<file path="src/rtl/mem_access_unit_pkg.sv">
// Shared types for the load/store memory-port sequencer.
package mem_access_unit_pkg;

    typedef enum logic [2:0] {
        LB  = 3'b000,
        LH  = 3'b001,
        LW  = 3'b010,
        LBU = 3'b100,
        LHU = 3'b101
    } load_funct3_t;

    typedef enum logic [2:0] {
        SB = 3'b000,
        SH = 3'b001,
        SW = 3'b010
    } store_funct3_t;

    typedef enum logic [1:0] {
        IDLE   = 2'd0,
        ACCESS = 2'd1,
        DONE   = 2'd2,
        ERR    = 2'd3
    } mau_state_t;

    // Byte lane offset scaled to a bit shift amount.
    function automatic logic [4:0] lane_shift(input logic [1:0] off);
        return {off, 3'b000};
    endfunction

endpackage

</file>
<file path="src/rtl/mem_access_unit_if.sv">
// Word-addressed memory port between the sequencer (master) and memory (slave).
//
// Handshake: the master holds mem_read or mem_write high, together with a
// stable mem_address, mem_byte_enable and mem_wdata, for as long as the
// access is outstanding. The slave completes it by pulsing mem_resp for
// exactly one cycle (mem_rdata valid in that cycle for reads). The master
// drops mem_read/mem_write on the edge that samples mem_resp. There is no
// backpressure on the response side.
interface mem_access_unit_if;
    logic [31:0] mem_address;
    logic        mem_read;
    logic        mem_write;
    logic [3:0]  mem_byte_enable;
    logic [31:0] mem_wdata;
    logic [31:0] mem_rdata;
    logic        mem_resp;

    modport master (
        output mem_address, mem_read, mem_write, mem_byte_enable, mem_wdata,
        input  mem_rdata, mem_resp
    );

    modport slave (
        input  mem_address, mem_read, mem_write, mem_byte_enable, mem_wdata,
        output mem_rdata, mem_resp
    );
endinterface

</file>
<file path="src/rtl/mem_access_unit_align.sv">
// Combinational lane/alignment helper: lane mask, legality, store data
// placement and load data extraction with sign/zero extension.
module mem_align
    import mem_access_unit_pkg::*;
(
    input  logic [2:0]  funct3,
    input  logic [1:0]  off,
    input  logic        we,
    input  logic [31:0] wdata,
    input  logic [31:0] mem_rdata,
    output logic [3:0]  lm,
    output logic        illegal,
    output logic [31:0] mem_wdata,
    output logic [31:0] ext_rdata
);

    logic [31:0] shifted;

    // Lane mask and legality from access size and byte offset.
    always_comb begin
        lm      = 4'b0000;
        illegal = 1'b0;
        if (we) begin
            case (funct3)
                SB:      lm = 4'b0001 << off;
                SH:      begin lm = 4'b0011 << off; illegal = off[0]; end
                SW:      begin lm = 4'b1111; illegal = (off != 2'b00); end
                default: illegal = 1'b1;
            endcase
        end else begin
            case (funct3)
                LB, LBU: lm = 4'b0001 << off;
                LH, LHU: begin lm = 4'b0011 << off; illegal = off[0]; end
                LW:      begin lm = 4'b1111; illegal = (off != 2'b00); end
                default: illegal = 1'b1;
            endcase
        end
    end

    // Place store data into its byte lanes; bring load data down to bit 0.
    always_comb begin
        mem_wdata = wdata << lane_shift(off);
        shifted   = mem_rdata >> lane_shift(off);
    end

    // Extend the selected load field to 32 bits.
    always_comb begin
        ext_rdata = shifted;
        case (funct3)
            LB:      ext_rdata = {{24{shifted[7]}}, shifted[7:0]};
            LBU:     ext_rdata = {24'h000000, shifted[7:0]};
            LH:      ext_rdata = {{16{shifted[15]}}, shifted[15:0]};
            LHU:     ext_rdata = {16'h0000, shifted[15:0]};
            default: ext_rdata = shifted;
        endcase
    end

endmodule

</file>
<file path="src/rtl/mem_access_unit.sv">
// Load/store sequencer: accepts one request, drives the memory port until
// mem_resp (or timeout), then reports extended load data and RVFI masks.
module mem_access_unit
    import mem_access_unit_pkg::*;
#(
    parameter int unsigned TIMEOUT_CYCLES = 0,
    parameter int unsigned CNT_W          = 16
) (
    input  logic                clk,
    input  logic                rst,
    input  logic                req_valid,
    input  logic                req_we,
    input  logic [2:0]          req_funct3,
    input  logic [31:0]         req_addr,
    input  logic [31:0]         req_wdata,
    output logic                busy,
    output logic                resp_valid,
    output logic                resp_err,
    output logic [31:0]         resp_rdata,
    output logic [3:0]          rmask,
    output logic [3:0]          wmask,
    output mau_state_t          dbg_state,
    mem_access_unit_if.master   mem
);

    localparam bit               TO_EN   = (TIMEOUT_CYCLES != 0);
    localparam logic [CNT_W-1:0] TO_LAST = CNT_W'((TIMEOUT_CYCLES == 0) ? 0 : TIMEOUT_CYCLES - 1);

    mau_state_t        state_q, state_d;
    logic              we_q;
    logic [2:0]        funct3_q;
    logic [31:0]       addr_q;
    logic [31:0]       wdata_q;
    logic [3:0]        lm_q;
    logic [CNT_W-1:0]  cnt_q;
    logic [31:0]       rdata_q;
    logic [3:0]        rmask_q, wmask_q;

    logic              accept;
    logic              timeout_hit;
    logic [2:0]        al_funct3;
    logic [1:0]        al_off;
    logic              al_we;
    logic [3:0]        al_lm;
    logic              al_illegal;
    logic [31:0]       al_wdata;
    logic [31:0]       al_rdata;

    assign accept      = (state_q == IDLE) && req_valid;
    assign timeout_hit = TO_EN && (cnt_q == TO_LAST);

    // While idle the aligner judges the incoming request; afterwards it
    // works on the latched request so load data is extracted correctly.
    always_comb begin
        al_funct3 = funct3_q;
        al_off    = addr_q[1:0];
        al_we     = we_q;
        if (state_q == IDLE) begin
            al_funct3 = req_funct3;
            al_off    = req_addr[1:0];
            al_we     = req_we;
        end
    end

    mem_align u_align (
        .funct3    (al_funct3),
        .off       (al_off),
        .we        (al_we),
        .wdata     (req_wdata),
        .mem_rdata (mem.mem_rdata),
        .lm        (al_lm),
        .illegal   (al_illegal),
        .mem_wdata (al_wdata),
        .ext_rdata (al_rdata)
    );

    // Next-state logic; a response in the timeout cycle takes priority.
    always_comb begin
        state_d = state_q;
        case (state_q)
            IDLE:    if (req_valid) state_d = al_illegal ? ERR : ACCESS;
            ACCESS:  begin
                if (mem.mem_resp)     state_d = DONE;
                else if (timeout_hit) state_d = ERR;
            end
            DONE:    state_d = IDLE;
            ERR:     state_d = IDLE;
            default: state_d = IDLE;
        endcase
    end

    // State register.
    always_ff @(posedge clk) begin
        if (!rst) state_q <= IDLE;
        else      state_q <= state_d;
    end

    // Request latch, loaded only when a request is accepted.
    always_ff @(posedge clk) begin
        if (!rst) begin
            we_q     <= 1'b0;
            funct3_q <= 3'b000;
            addr_q   <= 32'h0;
            wdata_q  <= 32'h0;
            lm_q     <= 4'b0000;
        end else if (accept) begin
            we_q     <= req_we;
            funct3_q <= req_funct3;
            addr_q   <= req_addr;
            wdata_q  <= al_wdata;
            lm_q     <= al_lm;
        end
    end

    // Timeout counter: held at zero outside ACCESS, counts response-less cycles.
    always_ff @(posedge clk) begin
        if (!rst)                                    cnt_q <= '0;
        else if (state_q != ACCESS)                  cnt_q <= '0;
        else if (!mem.mem_resp)                      cnt_q <= cnt_q + CNT_W'(1);
    end

    // Response registers: updated on completion, masks cleared on error.
    always_ff @(posedge clk) begin
        if (!rst) begin
            rdata_q <= 32'h0;
            rmask_q <= 4'b0000;
            wmask_q <= 4'b0000;
        end else if ((state_q == ACCESS) && mem.mem_resp) begin
            if (!we_q) rdata_q <= al_rdata;
            rmask_q <= we_q ? 4'b0000 : lm_q;
            wmask_q <= we_q ? lm_q : 4'b0000;
        end else if (state_d == ERR) begin
            rmask_q <= 4'b0000;
            wmask_q <= 4'b0000;
        end
    end

    assign busy       = (state_q != IDLE);
    assign resp_valid = (state_q == DONE) || (state_q == ERR);
    assign resp_err   = (state_q == ERR);
    assign resp_rdata = rdata_q;
    assign rmask      = rmask_q;
    assign wmask      = wmask_q;
    assign dbg_state  = state_q;

    assign mem.mem_address     = {addr_q[31:2], 2'b00};
    assign mem.mem_read        = (state_q == ACCESS) && !we_q;
    assign mem.mem_write       = (state_q == ACCESS) && we_q;
    assign mem.mem_byte_enable = lm_q;
    assign mem.mem_wdata       = wdata_q;

endmodule

</file>
<file path="src/flat_wrapper.sv">
// flat-port wrapper written by rule: the top's interface ports become plain ports
module mem_access_unit_flat import mem_access_unit_pkg::*;
#(
    parameter int unsigned TIMEOUT_CYCLES = 0,
    parameter int unsigned CNT_W          = 16
)
  (clk, rst, req_valid, req_we, req_funct3, req_addr, req_wdata, busy, resp_valid, resp_err, resp_rdata, rmask, wmask, dbg_state, mem_mem_address, mem_mem_read, mem_mem_write, mem_mem_byte_enable, mem_mem_wdata, mem_mem_rdata, mem_mem_resp);
  mem_access_unit_if mem_i ();
  input  logic clk;
  input  logic rst;
  input  logic req_valid;
  input  logic req_we;
  input  logic [2:0] req_funct3;
  input  logic [31:0] req_addr;
  input  logic [31:0] req_wdata;
  output logic busy;
  output logic resp_valid;
  output logic resp_err;
  output logic [31:0] resp_rdata;
  output logic [3:0] rmask;
  output logic [3:0] wmask;
  output mau_state_t dbg_state;
  output wire logic [$bits(mem_i.mem_address)-1:0] mem_mem_address;
  output wire logic [$bits(mem_i.mem_read)-1:0] mem_mem_read;
  output wire logic [$bits(mem_i.mem_write)-1:0] mem_mem_write;
  output wire logic [$bits(mem_i.mem_byte_enable)-1:0] mem_mem_byte_enable;
  output wire logic [$bits(mem_i.mem_wdata)-1:0] mem_mem_wdata;
  input wire logic [$bits(mem_i.mem_rdata)-1:0] mem_mem_rdata;
  input wire logic [$bits(mem_i.mem_resp)-1:0] mem_mem_resp;
  assign mem_mem_address = mem_i.mem_address;
  assign mem_mem_read = mem_i.mem_read;
  assign mem_mem_write = mem_i.mem_write;
  assign mem_mem_byte_enable = mem_i.mem_byte_enable;
  assign mem_mem_wdata = mem_i.mem_wdata;
  assign mem_i.mem_rdata = mem_mem_rdata;
  assign mem_i.mem_resp = mem_mem_resp;
  mem_access_unit #(.TIMEOUT_CYCLES(TIMEOUT_CYCLES), .CNT_W(CNT_W)) u_core (.clk(clk), .rst(rst), .req_valid(req_valid), .req_we(req_we), .req_funct3(req_funct3), .req_addr(req_addr), .req_wdata(req_wdata), .busy(busy), .resp_valid(resp_valid), .resp_err(resp_err), .resp_rdata(resp_rdata), .rmask(rmask), .wmask(wmask), .dbg_state(dbg_state), .mem(mem_i));
endmodule
</file>
<file path="config.mk">
export PLATFORM = sky130hd
export DESIGN_NAME = mem_access_unit_flat
export DESIGN_NICKNAME = d
export VERILOG_FILES = /design/src/rtl/mem_access_unit_pkg.sv /design/src/rtl/mem_access_unit_if.sv /design/src/rtl/mem_access_unit_align.sv /design/src/rtl/mem_access_unit.sv /design/src/flat_wrapper.sv
export SDC_FILE = /design/constraint.sdc
export NUM_CORES = 1
export LEC_CHECK = 0
export ABC_CLOCK_PERIOD_IN_PS = 5120
export CORE_MARGIN = 2
export CORE_UTILIZATION = 57
export CTS_BUF_LIST = sky130_fd_sc_hd__clkbuf_8
export DETAILED_ROUTE_END_ITERATION = 8
export DONT_BUFFER_PORTS = 1
export PLACE_DENSITY = 0.82
export SKIP_LAST_GASP = 1
export SYNTH_ARGS = -nofsm -noshare
export SYNTH_HDL_FRONTEND = slang
export SYNTH_HIERARCHICAL = 1
export SYNTH_SLANG_ARGS = --single-unit
</file>
<file path="constraint.sdc">
create_clock -name clk -period 5.12 [get_ports clk]
set_clock_uncertainty 0.15 [all_clocks]
set_input_delay 1.024 -clock clk [delete_from_list [all_inputs] [get_ports clk]]
set_output_delay 1.024 -clock clk [all_outputs]
set_load 0.005 [all_outputs]
</file>
; ---- Yosys cells after proc, flatten, opt, wreduce, memory -nomap -nowiden
; Index checks and enable logic that the tools add are counted.
[word_totals]
ff_bits = 114
inputBits = 104
wordCells = 56
[op_classes]
eq_ne = 8
shifts = 4
n_mux = 19
bitwise_logic = 1
n_reduce_logical = 15
[ops]
columns = operator, count
row1 = $pmux 32 s4, 1
row2 = $shl 32x5->32, 1
row3 = $shr 32x5->32, 1
row4 = $mux 4, 6
row5 = $pmux 4 s3, 2
row6 = $mux 2, 4
row7 = $eq 2x2->1 const B, 3
row8 = $eq 3x3->1 const B, 2
row9 = $pmux 1 s3, 2
row10 = $pmux 2 s3, 1
row11 = $reduce_bool 2->1, 3
row12 = $reduce_or 2->1, 3
row13 = $logic_and 1x1->1, 4
row14 = $shl 1x2->4 const A, 1
row15 = $shl 2x2->4 const A, 1
row16 = $eq 3x1->1 const B, 1
row17 = $eq 3x2->1 const B, 1
row18 = $logic_not 3->1, 1
row19 = $mux 3, 1
row20 = $eq 2x1->1 const B, 1
row21 = $logic_not 2->1, 1
row22 = $mux 1, 2
row23 = $reduce_and 2->1, 1
row24 = $logic_not 1->1, 1
row25 = 2 further kinds, 2

; ---- Depth between registers and ports, before layout
; Gate-level depths: netlist of run 1.
[logic_depth]
ltp_word = 12
depth_mapped = 12
mapped_depth_nobuf = 9

; ---- Modules after synthesis
; Netlist of run 1, hierarchy kept.
[by_module_without_submodules]
columns = module, n_inst, cells_per_inst, area_per_inst_um2
row1 = mem_access_unit, 1, 532, 4828.4
row2 = mem_align, 1, 218, 1524.0

; ---- Least setup slack after synthesis of run 1
; Ideal clock, no wire load.
[synth_path]
path_type = input to register
startpoint = in req_addr[0]
endpoint = reg u_core.wmask_q[0] (netlist: u_core/wmask[0])
setup_time_ns = 0.060
t_arrival_ns = 2.740
required_time_ns = 4.910
slack_ns = 2.170
cell_stages = 10
path_buffers = 2
path_cell_list = mux2_2 > buf_4 > inv_1 > buf_4 > ha_1 > nand2b_1 > a221o_1 > nand4bb_1 > o211a_1 > a22o_1
[synth_via]
elab_chain_len = 9
elab_cells_between_ends = 10
[synth_lines]
columns = item, line
row1 = from (decl), flat_wrapper.sv:14  ; input logic [31:0] req_addr;
row2 = $mux 2 (*), mem_access_unit.sv:58  ; if (state_q == IDLE) begin
row3 = $reduce_bool 2->1, "mem_access_unit_align.sv:27, mem_access_unit_align.sv:34"
row4 = "$pmux 1 s3, on equally long branches", "mem_access_unit_align.sv:31, mem_access_unit_align.sv:24"
row5 = $mux 1 (*), mem_access_unit_align.sv:23  ; if (we) begin
row6 = via u_core.al_illegal, mem_access_unit.sv:45  ; logic al_illegal;
row7 = $mux 2 (*) (2 in a row), mem_access_unit.sv:81  ; IDLE: if (req_valid) state_d = al_illegal ? ERR : ACCESS;
row8 = $pmux 2 s3 (*), mem_access_unit.sv:80  ; case (state_q)
row9 = $eq 2x2->1 (*), mem_access_unit.sv:132  ; end else if (state_d == ERR) begin
row10 = $reduce_bool 2->1 (no source line) (*), n/a
row11 = to (signal assigned), mem_access_unit.sv:131  ; wmask_q <= we_q ? lm_q : 4'b0000;
row12 = to (decl), mem_access_unit.sv:37  ; logic [3:0] rmask_q, wmask_q;
; The timed path passes the listed nets; every way through them passes the cells marked *.
; A chain may end at the register's enable or synchronous reset.

; ---- Worst setup path in the final report of run 1
[layout_path]
startpoint = reg u_core.state_q[1] (netlist: u_core/dbg_state[1])
endpoint = reg u_core.rdata_q[19] (netlist: u_core/resp_rdata[19])
[layout_via]
elab_chain_len = 4
elab_cells_between_ends = 12
[layout_lines]
columns = item, line
row1 = from (decl), mem_access_unit.sv:29  ; mau_state_t state_q, state_d;
row2 = from (signal assigned), mem_access_unit.sv:95  ; else state_q <= state_d;
row3 = $logic_not 2->1, mem_access_unit.sv:58
row4 = $mux 2, mem_access_unit.sv:58
row5 = via u_core.al_off[1], mem_access_unit.sv:42  ; logic [1:0] al_off;
row6 = $shr 32x5->32, mem_access_unit_align.sv:43  ; shifted = mem_rdata >> lane_shift(off);
row7 = $pmux 32 s4, mem_access_unit_align.sv:49  ; case (funct3)
row8 = via u_core.al_rdata[19], mem_access_unit.sv:47  ; logic [31:0] al_rdata;
row9 = to (signal assigned), mem_access_unit.sv:129  ; if (!we_q) rdata_q <= al_rdata;
row10 = to (decl), mem_access_unit.sv:36  ; logic [31:0] rdata_q;
; The timed path passes the listed nets, and every way through them passes these cells.

==> summary.txt, run 1 <==
Synth
  – Predominant post-synthesis flop cell: dfxtp_1
  – Seq/Total Area, Yosys: 35.9%
  – Synthesis Warnings: 6
  – Avg Synthesized Cell Area: 8.47 µm²
  – Leading area contributor after synthesis: dfxtp_1
  – Cells after synthesis: 750
  – Top cell type's share of synthesized area: 35.9%
  – Area contributors post-synth: dfxtp_1 (36%), nand2_1 (14%), a21boi_1 (8.3%)
  – Mapped Area: 6350 µm²
  – Asr flop ratio synth: 0%
  – Number of synthesized flops with an enable pin: 0
  – Distinct cells, synth: just over 50
  – Synthesized flop and latch total: 114

Layout
  – Layout cell share with drive strength beyond 1: 16.2%
  – Final core occ: slightly below 60%
  – Most common cell after layout, fill and taps aside: nand2_1
  – Most frequent cells in the layout: nand2_1 (233), dfxtp_1 (114), a21boi_1 (70)
  – Area delta synth->final: -0.0000315%
  – Ant. Diodes: 0
  – Nets: 792
  – Fill cells: a little under 1000
  – Final cell count without fillers: 837

Outcome
  – Status: completed

Placement
  – Post-DP HPWL: 10600 µm
  – Final weighted congestion in routability-driven placement: between 0.9 and 1
  – Post-Place Worst Slack: 1950 ps
  – # port buffers: 0
  – Placed Cells: 805

Timing
  – Pins Over Slew Limit: 0
  – Final hold vios: 0
  – Final worst-path cycle share: 63.2%
  – Fmax: 309 MHz
  – Worst relative slew slack: a little over 50%
  – Final setup margin: 1890 ps
  – Fin crit period: 3230 ps
  – Unrepaired setup endpoints after global routing: false
  – Worst slew pin tran: 724 ps
  – Setup TNS: 0 ps
  – Final setup vio count: 0

Route
  – Avg Vias per Cell: 5.86
  – Drt wl/cell: 18.4 µm
  – DR pass1 iterations: 5
  – ANT nets after route: 0
  – Final wirelength: 15400 µm
  – DRT iter0 DRCs: 378
  – DRC violations left: 0
  – Via count: 4908

Critical path
  – Endpoint class of the critical path: flop
  – Cell mode on critical path: buf_4
  – Data required, critical path: roughly 5300 ps
  – Slowest cell on crit path: mux2_2
  – CP Class: flop to flop
  – WP data arrival: 3450 ps
  – Worst-path maximum fanout: 37
  – Startpoint types: flop
  – CP peak stage delay: 620 ps
  – Critical path cell sequence: nor2_2 > mux2_2 > buf_4 > nor2b_1 > buf_4 > nand4_4 > nand4_1 > nand2_1 > a21boi_2

Clock tree
  – Clk sinks: 114
  – Worst-path clk slew: 80 ps
  – Clock tree buffer depth: 2
  – H-tree depth: 4
  – CTS resizes: 0
  – CTS tree: built
  – Worst-Skew Late Latency: 430 ps
  – Post CTS Setup Buffer Count: 0
  – CTS Buf Count: 17
  – CTS Hold Buffers Added: 0
  – Root buffer cell: clkbuf_8

Power and ir drop
  – Power Density: 393 nW/µm²
  – VDD IR-drop max: approximately 230 µV
  – Leakage: 2.35 nW

Floorplan
  – Row cnt: 38
  – Core area: 10800 µm²
  – DIE AREA: 12000 µm²
  – Initial Utilization: 58.6%
  – Die width: approximately 110 µm
  – I/O pins: around 220
  – Die Ht: 110 µm

Min path
  – Min-delay worst type: flop to flop

GRT
  – Vias in the first global route: 4716
  – GRT Resource Usage Total: 24.9%
  – Largest net degree at the start of global routing: about 110
  – Initial antenna violation count: 0
  – Total grt overflow: 0
  – Global-route wire length before repair: 23200 µm

Job
  – Max-cap violations: 0
[Yosys cell counts (all sizes together), types with 7 or more instances]
| master | count |
|---|---|
| buf | 79 |
| nand4 | 17 |
| o21ai | 19 |
| a21oi | 16 |
| mux2 | 23 |
| clkbuf | 14 |
| a211oi | 9 |
| nand2 | 243 |
| and2 | 9 |
| a21boi | 104 |
| dfxtp | 114 |
| nor2 | 17 |
| mux2i | 23 |
| nor2b | 10 |
| a221oi | 7 |
[sequential cells by signal, summed over array words and instances (netlist names)]
| register | count |
|---|---|
| u_core/resp_rdata | 32 |
| u_core/wmask | 4 |
| u_core/rmask | 4 |
| u_core/mem.mem_byte_enable | 4 |
| u_core/we_q | 1 |
| u_core/mem.mem_wdata | 32 |
| u_core/dbg_state | 2 |
| u_core/funct3_q | 3 |
| u_core/addr_q | 32 |
[power by group]
part           internal (mW)  leakage (nW)  total [mW]  switching [mW]
logic                  0.196          1.18       0.493           0.297
registers              0.950         0.929        1.01          0.0575
clock network          0.601         0.239       0.998           0.397
[area by class of cell]
cell class | instances | area (µm²) | share of cell area, %
clock inverters | 14 | 225 | 3.55
well taps | 140 | 175 | 2.76
repair buffers | 7 | 52.6 | 0.827
inverters | 5 | 18.8 | 0.295
flip-flops and latches | 114 | 2280 | 35.9
multi-input cells | 539 | 3350 | 52.7
clock buffers | 18 | 248 | 3.90
[cells by family (layout without fill, tap and decap cells)]
logic type                 count (synthesis)  count (layout)  synth area share, %
AOI/OAI and AO/OA                        170             170                 21.3
xor gates and xnor gates                   1               1                0.138
adders and majority gates                  4               4                0.788
buffers and inverters                     98              44                 11.5
DFF                                      114             114                 35.9
muxes                                     46              46                 8.11
other                                      1               2               0.0590
and+or+nand+nor                          316             316                 22.2
[worst max-delay path: cells and delay by family (launching register included)]
kind | cells | cell delay (ps)
mux | 1 | 620
flops | 1 | 500
compound gates | 1 | 140
simple gates | 5 | 1120
buf+inv | 2 | 620
[worst paths after layout]
check	from	to	slack [ps]	cells after the start
setup / recovery	u_core/dbg_state[1]	u_core/resp_rdata[19]	1890	9
hold / removal	u_core/funct3_q[0]	u_core/funct3_q[0]	310	2
setup reg to reg	u_core/dbg_state[1]	u_core/resp_rdata[19]	1890	9
hold reg to reg	u_core/funct3_q[0]	u_core/funct3_q[0]	310	2
[metal layers]
| layer | vias up | global-route usage, % | wire, µm |
|---|---|---|---|
| met1 | 2330 | 28.3 | 6080 |
| met2 | 195 | 41.0 | 7380 |
| met3 | 24 | 11.2 | 1660 |
| met5 | - | 0 | 0 |
| li1 | 2359 | - | - |
| met4 | 0 | 9.40 | 255 |
[metrics by stage]
| step | cell area [µm²] | power, mW | hold slack, ps |
|---|---|---|---|
| 2_1_floorplan | 6360 | 1.50 | 283 |
| 3_3_place_gp | 5880 | 1.50 | 287 |
| 3_5_place_dp | 5880 | 1.52 | 297 |
| 4_1_cts | 6350 | 2.51 | 308 |
| 5_1_grt | 6350 | 2.62 | 326 |
| 6_report | 6350 | 2.50 | 306 |
(Power assumes the default switching activity.)
==> inputs of run 2 (changes only) <==
--- a/config.mk
+++ b/config.mk
@@ -5,7 +5,7 @@
 export SDC_FILE = /design/constraint.sdc
 export NUM_CORES = 1
 export LEC_CHECK = 0
-export ABC_CLOCK_PERIOD_IN_PS = 5120
+export ABC_CLOCK_PERIOD_IN_PS = 3400
 export CORE_MARGIN = 2
 export CORE_UTILIZATION = 57
 export CTS_BUF_LIST = sky130_fd_sc_hd__clkbuf_8
==> constraint.sdc (replaced) <==
create_clock -name clk -period 3.4 [get_ports clk]
set_clock_uncertainty 0.15 [all_clocks]
set_input_delay 0.68 -clock clk [delete_from_list [all_inputs] [get_ports clk]]
set_output_delay 0.68 -clock clk [all_outputs]
set_load 0.005 [all_outputs]
==> run 2 against run 1 <==
Net effect: combinational power rose by 53%; non-clock buffer count rose by 4; count of clock-buffer cells in the layout did not move; power rose by 42%; core utilization fell by 0.25 points; sequential share of layout area rose by 0.16 points; die area did not move; register-to-register slack got worse by 1300 ps; maximum frequency rose by 13%; global-route usage rose by 0.84 points; largest cell class unchanged; highest routed layer unchanged.
==> summary.txt, run 2 (synthesis gave the netlist of run 1 again) <==
Outcome
  – Status: completed (unchanged)

Floorplan
  – Die Ht: 110 µm (unchanged)
  – DIE AREA: 12000 µm² (unchanged)
  – Initial Utilization: 58.6% (unchanged)
  – Core area: 10800 µm² (unchanged)
  – Die width: 110 µm (unchanged)
  – I/O pins: 219 (unchanged)
  – Row cnt: 38 (unchanged)

Job
  – Max-cap violations: 0 (unchanged)

Timing
  – Final worst-path cycle share: 84.0% (was 63.2%)
  – Final hold vios: 0 (unchanged)
  – Worst slew pin tran: 715 ps (was 724 ps)
  – Fmax: 350 MHz (was 309 MHz)
  – Fin crit period: 2860 ps (was 3230 ps)
  – Final setup vio count: 0 (unchanged)
  – Setup TNS: 0 ps (unchanged)
  – Unrepaired setup endpoints after global routing: false (unchanged)
  – Pins Over Slew Limit: 0 (unchanged)
  – Worst relative slew slack: 52.4% (was 51.7%)

Min path
  – Min-delay worst type: primary input to flop (was flop to flop)

Clock tree
  – CTS Buf Count: 17 (unchanged)
  – CTS tree: built (unchanged)
  – H-tree depth: 4 (unchanged)
  – Post CTS Setup Buffer Count: 0 (unchanged)
  – Clock tree buffer depth: 2 (unchanged)
  – Root buffer cell: clkbuf_8 (unchanged)
  – Clk sinks: 114 (unchanged)
  – CTS Hold Buffers Added: 0 (unchanged)
  – Worst-path clk slew: 70 ps (was 80 ps)
  – CTS resizes: 0 (unchanged)
  – Worst-Skew Late Latency: 430 ps (about the same)

GRT
  – GRT Resource Usage Total: 25.7% (was 24.9%)
  – Largest net degree at the start of global routing: 111 (unchanged)
  – Total grt overflow: 0 (unchanged)
  – Initial antenna violation count: 1 (was 0)
  – Vias in the first global route: 4699 (was 4716)
  – Global-route wire length before repair: 23900 µm (was 23200 µm)

Layout
  – Area delta synth->final: -0.433% (was -0.0000315%)
  – Most frequent cells in the layout: nand2_1 (233), dfxtp_1 (114), a21boi_1 (70) (unchanged)
  – Final cell count without fillers: 842 (was 837)
  – Most common cell after layout, fill and taps aside: nand2_1 (unchanged)
  – Nets: 796 (was 792)
  – Post-route cell area: 6320 µm² (was 6350 µm²)
  – Layout cell share with drive strength beyond 1: 16.5% (was 16.2%)

Route
  – DRC violations left: 0 (unchanged)
  – Via count: 4905 (was 4908)
  – Final wirelength: 15400 µm (about the same)
  – Avg Vias per Cell: 5.83 (was 5.86)
  – Drt wl/cell: 18.3 µm (was 18.4 µm)
  – DRT iter0 DRCs: 414 (was 378)
  – DR pass1 iterations: 5 (unchanged)
  – ANT nets after route: 0 (unchanged)

Power and ir drop
  – Power Density: 562 nW/µm² (was 393 nW/µm²)
  – VDD IR-drop max: 420 µV (was 228 µV)
  – Leakage: 2.33 nW (was 2.35 nW)

Critical path
  – CP peak stage delay: 430 ps (was 620 ps)
  – Worst-path maximum fanout: 13 (was 37)
  – Data required, critical path: 3630 ps (was 5330 ps)
  – Critical path cell sequence: nor2_2 > mux2_2 > inv_1 > ha_1 > nand2b_1 > a221o_1 > nand4bb_1 > o211a_1 > a22o_1 (was nor2_2 > mux2_2 > buf_4 > nor2b_1 > buf_4 > nand4_4 > nand4_1 > nand2_1 > a21boi_2)
  – Slowest cell on crit path: mux2_2 (unchanged)
  – Startpoint types: flop (unchanged)
  – WP data arrival: 3080 ps (was 3450 ps)
  – Endpoint class of the critical path: flop (unchanged)
  – CP Class: flop to flop (unchanged)

Placement
  – Final weighted congestion in routability-driven placement: 0.902 (was 0.904)
  – Placed Cells: 809 (was 805)
  – Dpl cell area: 5910 µm² (was 5880 µm²)
  – # port buffers: 0 (unchanged)
  – Post-DP HPWL: 10800 µm (was 10600 µm)
==> run 2: cell types whose count changed in the layout (fill, tap and decap cells not counted), sizes merged <==
cell / before / now
clkinv: 5 / 6
buf: 7 / 11
bufinv: 5 / 3
clkinvlp: 0 / 4
inv: 9 / 6
diode: 0 / 1
==> run 2: worst max-delay path: cells and delay by family, from the launching register on <==
| family | cells | cell delay [ps] |
|---|---|---|
| simple gates | 3 | 470 |
| buf+inv | 1 | 380 |
| fa+ha+maj | 1 | 250 |
| mux | 1 | 430 |
| flops | 1 | 330 |
| compound gates | 3 | 790 |
==> run 2: final timing paths <==
check / start / end / slack (ps) / cells after the start
setup / recovery: u_core/dbg_state[1] / u_core/wmask[2] / 540 / 9
hold / removal: req_addr[22] / u_core/addr_q[22] / 220 / 2
setup reg to reg: u_core/dbg_state[1] / u_core/wmask[2] / 540 / 9
hold reg to reg: u_core/funct3_q[0] / u_core/funct3_q[0] / 310 / 2
==> run 2: power breakdown <==
group	internal [mW]	total, mW	switching [mW]
Combinational	0.301	0.756	0.455
Clock	0.738	1.29	0.549
Sequential	1.43	1.51	0.0773
==> run 2: layer usage <==
metal  wire (µm)  up-vias  track usage, %
met5           0        -               0
met4         411        0            12.5
met3        1600       31            11.0
met2        7250      214            41.6
met1        6110     2293            29.2
li1            -     2367               -
==> run 2: cell type report <==
class,count,area [µm²]
clock inverter,14,165
multi-input combinational,539,3350
fill,983,4520
antenna,1,2.50
tap,140,175
inverter,5,18.8
timing repair buffer,11,82.6
sequential,114,2280
clock buffer,18,248
==> run 2: per-stage QoR <==
step                hold WS [ps]  total power [mW]  setup slack, ps  util [%]
finish                       223              3.55              544      58.3
global route                 199              3.75              329      58.3
CTS                          188              3.59              582      58.3
detailed placement           301              2.29              585      54.5
global placement             290              2.26              705      54.5
floorplan                    283              2.26              654         -
==> inputs of run 3 (changes only) <==
--- a/config.mk
+++ b/config.mk
@@ -5,7 +5,7 @@
 export SDC_FILE = /design/constraint.sdc
 export NUM_CORES = 1
 export LEC_CHECK = 0
-export ABC_CLOCK_PERIOD_IN_PS = 3400
+export ABC_CLOCK_PERIOD_IN_PS = 2700
 export CORE_MARGIN = 2
 export CORE_UTILIZATION = 57
 export CTS_BUF_LIST = sky130_fd_sc_hd__clkbuf_8
==> constraint.sdc (replaced) <==
create_clock -name clk -period 2.7 [get_ports clk]
set_clock_uncertainty 0.15 [all_clocks]
set_input_delay 0.54 -clock clk [delete_from_list [all_inputs] [get_ports clk]]
set_output_delay 0.54 -clock clk [all_outputs]
set_load 0.005 [all_outputs]
==> run 3 against run 2 <==
Net effect: count of clock-buffer cells in the layout up 1; final cell count did not move; critical path depth stayed put; power is 26% higher; worst setup slack got worse by 340 ps; combinational power increased by 30%; maximum frequency is 14% higher; flip-flop and latch count did not move; critical endpoint is now u_core/resp_rdata[16]; largest power group unchanged.
==> summary.txt, run 3 (synthesis gave the netlist of run 1 again) <==
Critical path
  – Cell mode on critical path: buf_4
  – Top cell family by delay on the critical path: simple AND/OR/NAND/NOR gates (was compound AO/OA/AOI/OAI gates)
  – Worst-path maximum fanout: 21 (was 13)
  – Slowest cell on crit path: mux2_2 (unchanged)
  – WP data arrival: 2710 ps (was 3080 ps)
  – Critical path cell sequence: nor2_4 > mux2_2 > buf_4 > nor2b_1 > buf_4 > nand4_4 > nand4_1 > nand2_1 > a21boi_2 (was nor2_2 > mux2_2 > inv_1 > ha_1 > nand2b_1 > a221o_1 > nand4bb_1 > o211a_1 > a22o_1)
  – Data required, critical path: 2910 ps (was 3630 ps)
  – Endpoint class of the critical path: flop (unchanged)
  – CP peak stage delay: 400 ps (was 430 ps)
  – CP Class: flop to flop (unchanged)
  – Startpoint types: flop (unchanged)
  – Sum of buffers and inverters on the critical path: 2 (was 1)

Timing
  – Pins Over Slew Limit: 0 (unchanged)
  – Final worst-path cycle share: 92.6% (was 84.0%)
  – Unrepaired setup endpoints after global routing: false (unchanged)
  – Fmax: 400 MHz (was 350 MHz)
  – Fin crit period: 2500 ps (was 2860 ps)
  – Final setup vio count: 0 (unchanged)
  – Worst slew pin tran: 718 ps (was 715 ps)
  – Worst relative slew slack: 52.1% (was 52.4%)
  – Final hold vios: 0 (unchanged)
  – Setup TNS: 0 ps (unchanged)

GRT
  – Total grt overflow: 0 (unchanged)
  – Largest net degree at the start of global routing: 111 (unchanged)
  – Initial antenna violation count: 0 (was 1)
  – Vias in the first global route: 4785 (was 4699)
  – GRT Resource Usage Total: 25.2% (was 25.7%)
  – Global-route wire length before repair: 23500 µm (was 23900 µm)

Outcome
  – Status: completed (unchanged)

Route
  – ANT nets after route: 0 (unchanged)
  – DRC violations left: 0 (unchanged)
  – Via count: 4976 (was 4905)
  – Avg Vias per Cell: 5.91 (was 5.83)
  – Drt wl/cell: 18.3 µm (about the same)
  – DRT iter0 DRCs: 325 (was 414)
  – Final wirelength: 15400 µm (about the same)
  – DR pass1 iterations: 7 (was 5)

Clock tree
  – Clock tree buffer depth: 2 (unchanged)
  – Worst-Skew Late Latency: 420 ps (was 430 ps)
  – Worst-path clk slew: 70 ps (about the same)
  – CTS Buf Count: 17 (unchanged)
  – CTS tree: built (unchanged)
  – CTS Hold Buffers Added: 0 (unchanged)
  – Clk sinks: 114 (unchanged)
  – H-tree depth: 4 (unchanged)
  – Root buffer cell: clkbuf_8 (unchanged)

Floorplan
  – Initial Utilization: 58.6% (unchanged)
  – Die width: 110 µm (unchanged)
  – Die Ht: 110 µm (unchanged)
  – DIE AREA: 12000 µm² (unchanged)
  – I/O pins: 219 (unchanged)
  – Core area: 10800 µm² (unchanged)
  – Row cnt: 38 (unchanged)

Placement
  – # port buffers: 0 (unchanged)
  – Post-DP HPWL: 10700 µm (was 10800 µm)
  – Dpl cell area: 5950 µm² (was 5910 µm²)
  – Final weighted congestion in routability-driven placement: 0.896 (was 0.902)

Layout
  – Fill cells: 986 (was 983)
  – Nets: 797 (was 796)
  – Ant. Diodes: 0 (was 1)
  – Layout cell share with drive strength beyond 1: 16.8% (was 16.5%)
  – Post-route cell area: 6350 µm² (was 6320 µm²)
  – Most frequent cells in the layout: nand2_1 (233), dfxtp_1 (114), a21boi_1 (70) (unchanged)
  – Register area: 2280 µm² (unchanged)
  – Area delta synth->final: -0.0197% (was -0.433%)
  – Multi-input logic area: 3360 µm² (was 3350 µm²)
  – Most common cell after layout, fill and taps aside: nand2_1 (unchanged)
  – Final core occ: 58.6% (was 58.3%)

Power and ir drop
  – Leakage: 2.34 nW (was 2.33 nW)
  – VDD IR-drop max: 428 µV (was 420 µV)
  – Power Density: 703 nW/µm² (was 562 nW/µm²)
  – Power after layout: 4.46 mW (was 3.55 mW)

Job
  – Max-cap violations: 0 (unchanged)

Min path
  – Min-delay worst type: primary input to flop (unchanged)
-- run 3: changes by cell type in the layout (fill, tap and decap cells not counted), sizes merged --
cell / delta
buf: +1
bufinv: -1
clkbuf: +1
clkinv: -1
clkinvlp: +1
diode: -1
-- run 3: final cells by class --
type,count,area share [%]
clock buffer,19,4.12
clock inverter,13,2.13
inverter,5,0.296
multi-input combinational,539,52.8
sequential,114,35.9
tap,140,2.76
timing repair buffer,12,1.93
-- run 3: path summary, 6_finish.rpt --
path / startpoint / end / slack, ps / depth (start not counted)
worst max-delay path: u_core/dbg_state[1] / u_core/resp_rdata[16] / 200 / 9
worst min-delay path: req_addr[31] / u_core/addr_q[31] / 90 / 2
worst max register to register: u_core/dbg_state[1] / u_core/resp_rdata[16] / 200 / 9
worst min register to register: u_core/addr_q[1] / u_core/addr_q[1] / 310 / 2
-- run 3: per-stage QoR --
stage               worst slack, ps  instances  hold WS [ps]
floorplan                      38.1        751           283
global placement                196        810           290
detailed placement             79.9        810           298
CTS                            66.2        842          59.7
global route                   42.8        842          62.9
finish                          201        842          90.3
-- run 3: what timing repair did --
| action | 4_1_cts | 5_1_grt |
|---|---|---|
| setup endpoints to repair | 0 | 18 |
| gates resized for setup | 0 | 3 |
| buffers inserted | 0 | 0 |
-- run 3: power by group --
| group | total (mW) | switching (mW) | leakage [nW] | internal (mW) |
|---|---|---|---|---|
| sequential | 1.90 | 0.0989 | 0.929 | 1.80 |
| clock | 1.58 | 0.716 | 0.190 | 0.864 |
| combinational | 0.983 | 0.586 | 1.22 | 0.397 |
-- run 3: metal layers --
metal	routed length [µm]	track usage (%)	part of all wire, %
met1	5980	28.9	39
met5	0	0	0
met4	413	12.3	2.7
met3	1700	10.0	11
met2	7320	40.9	47
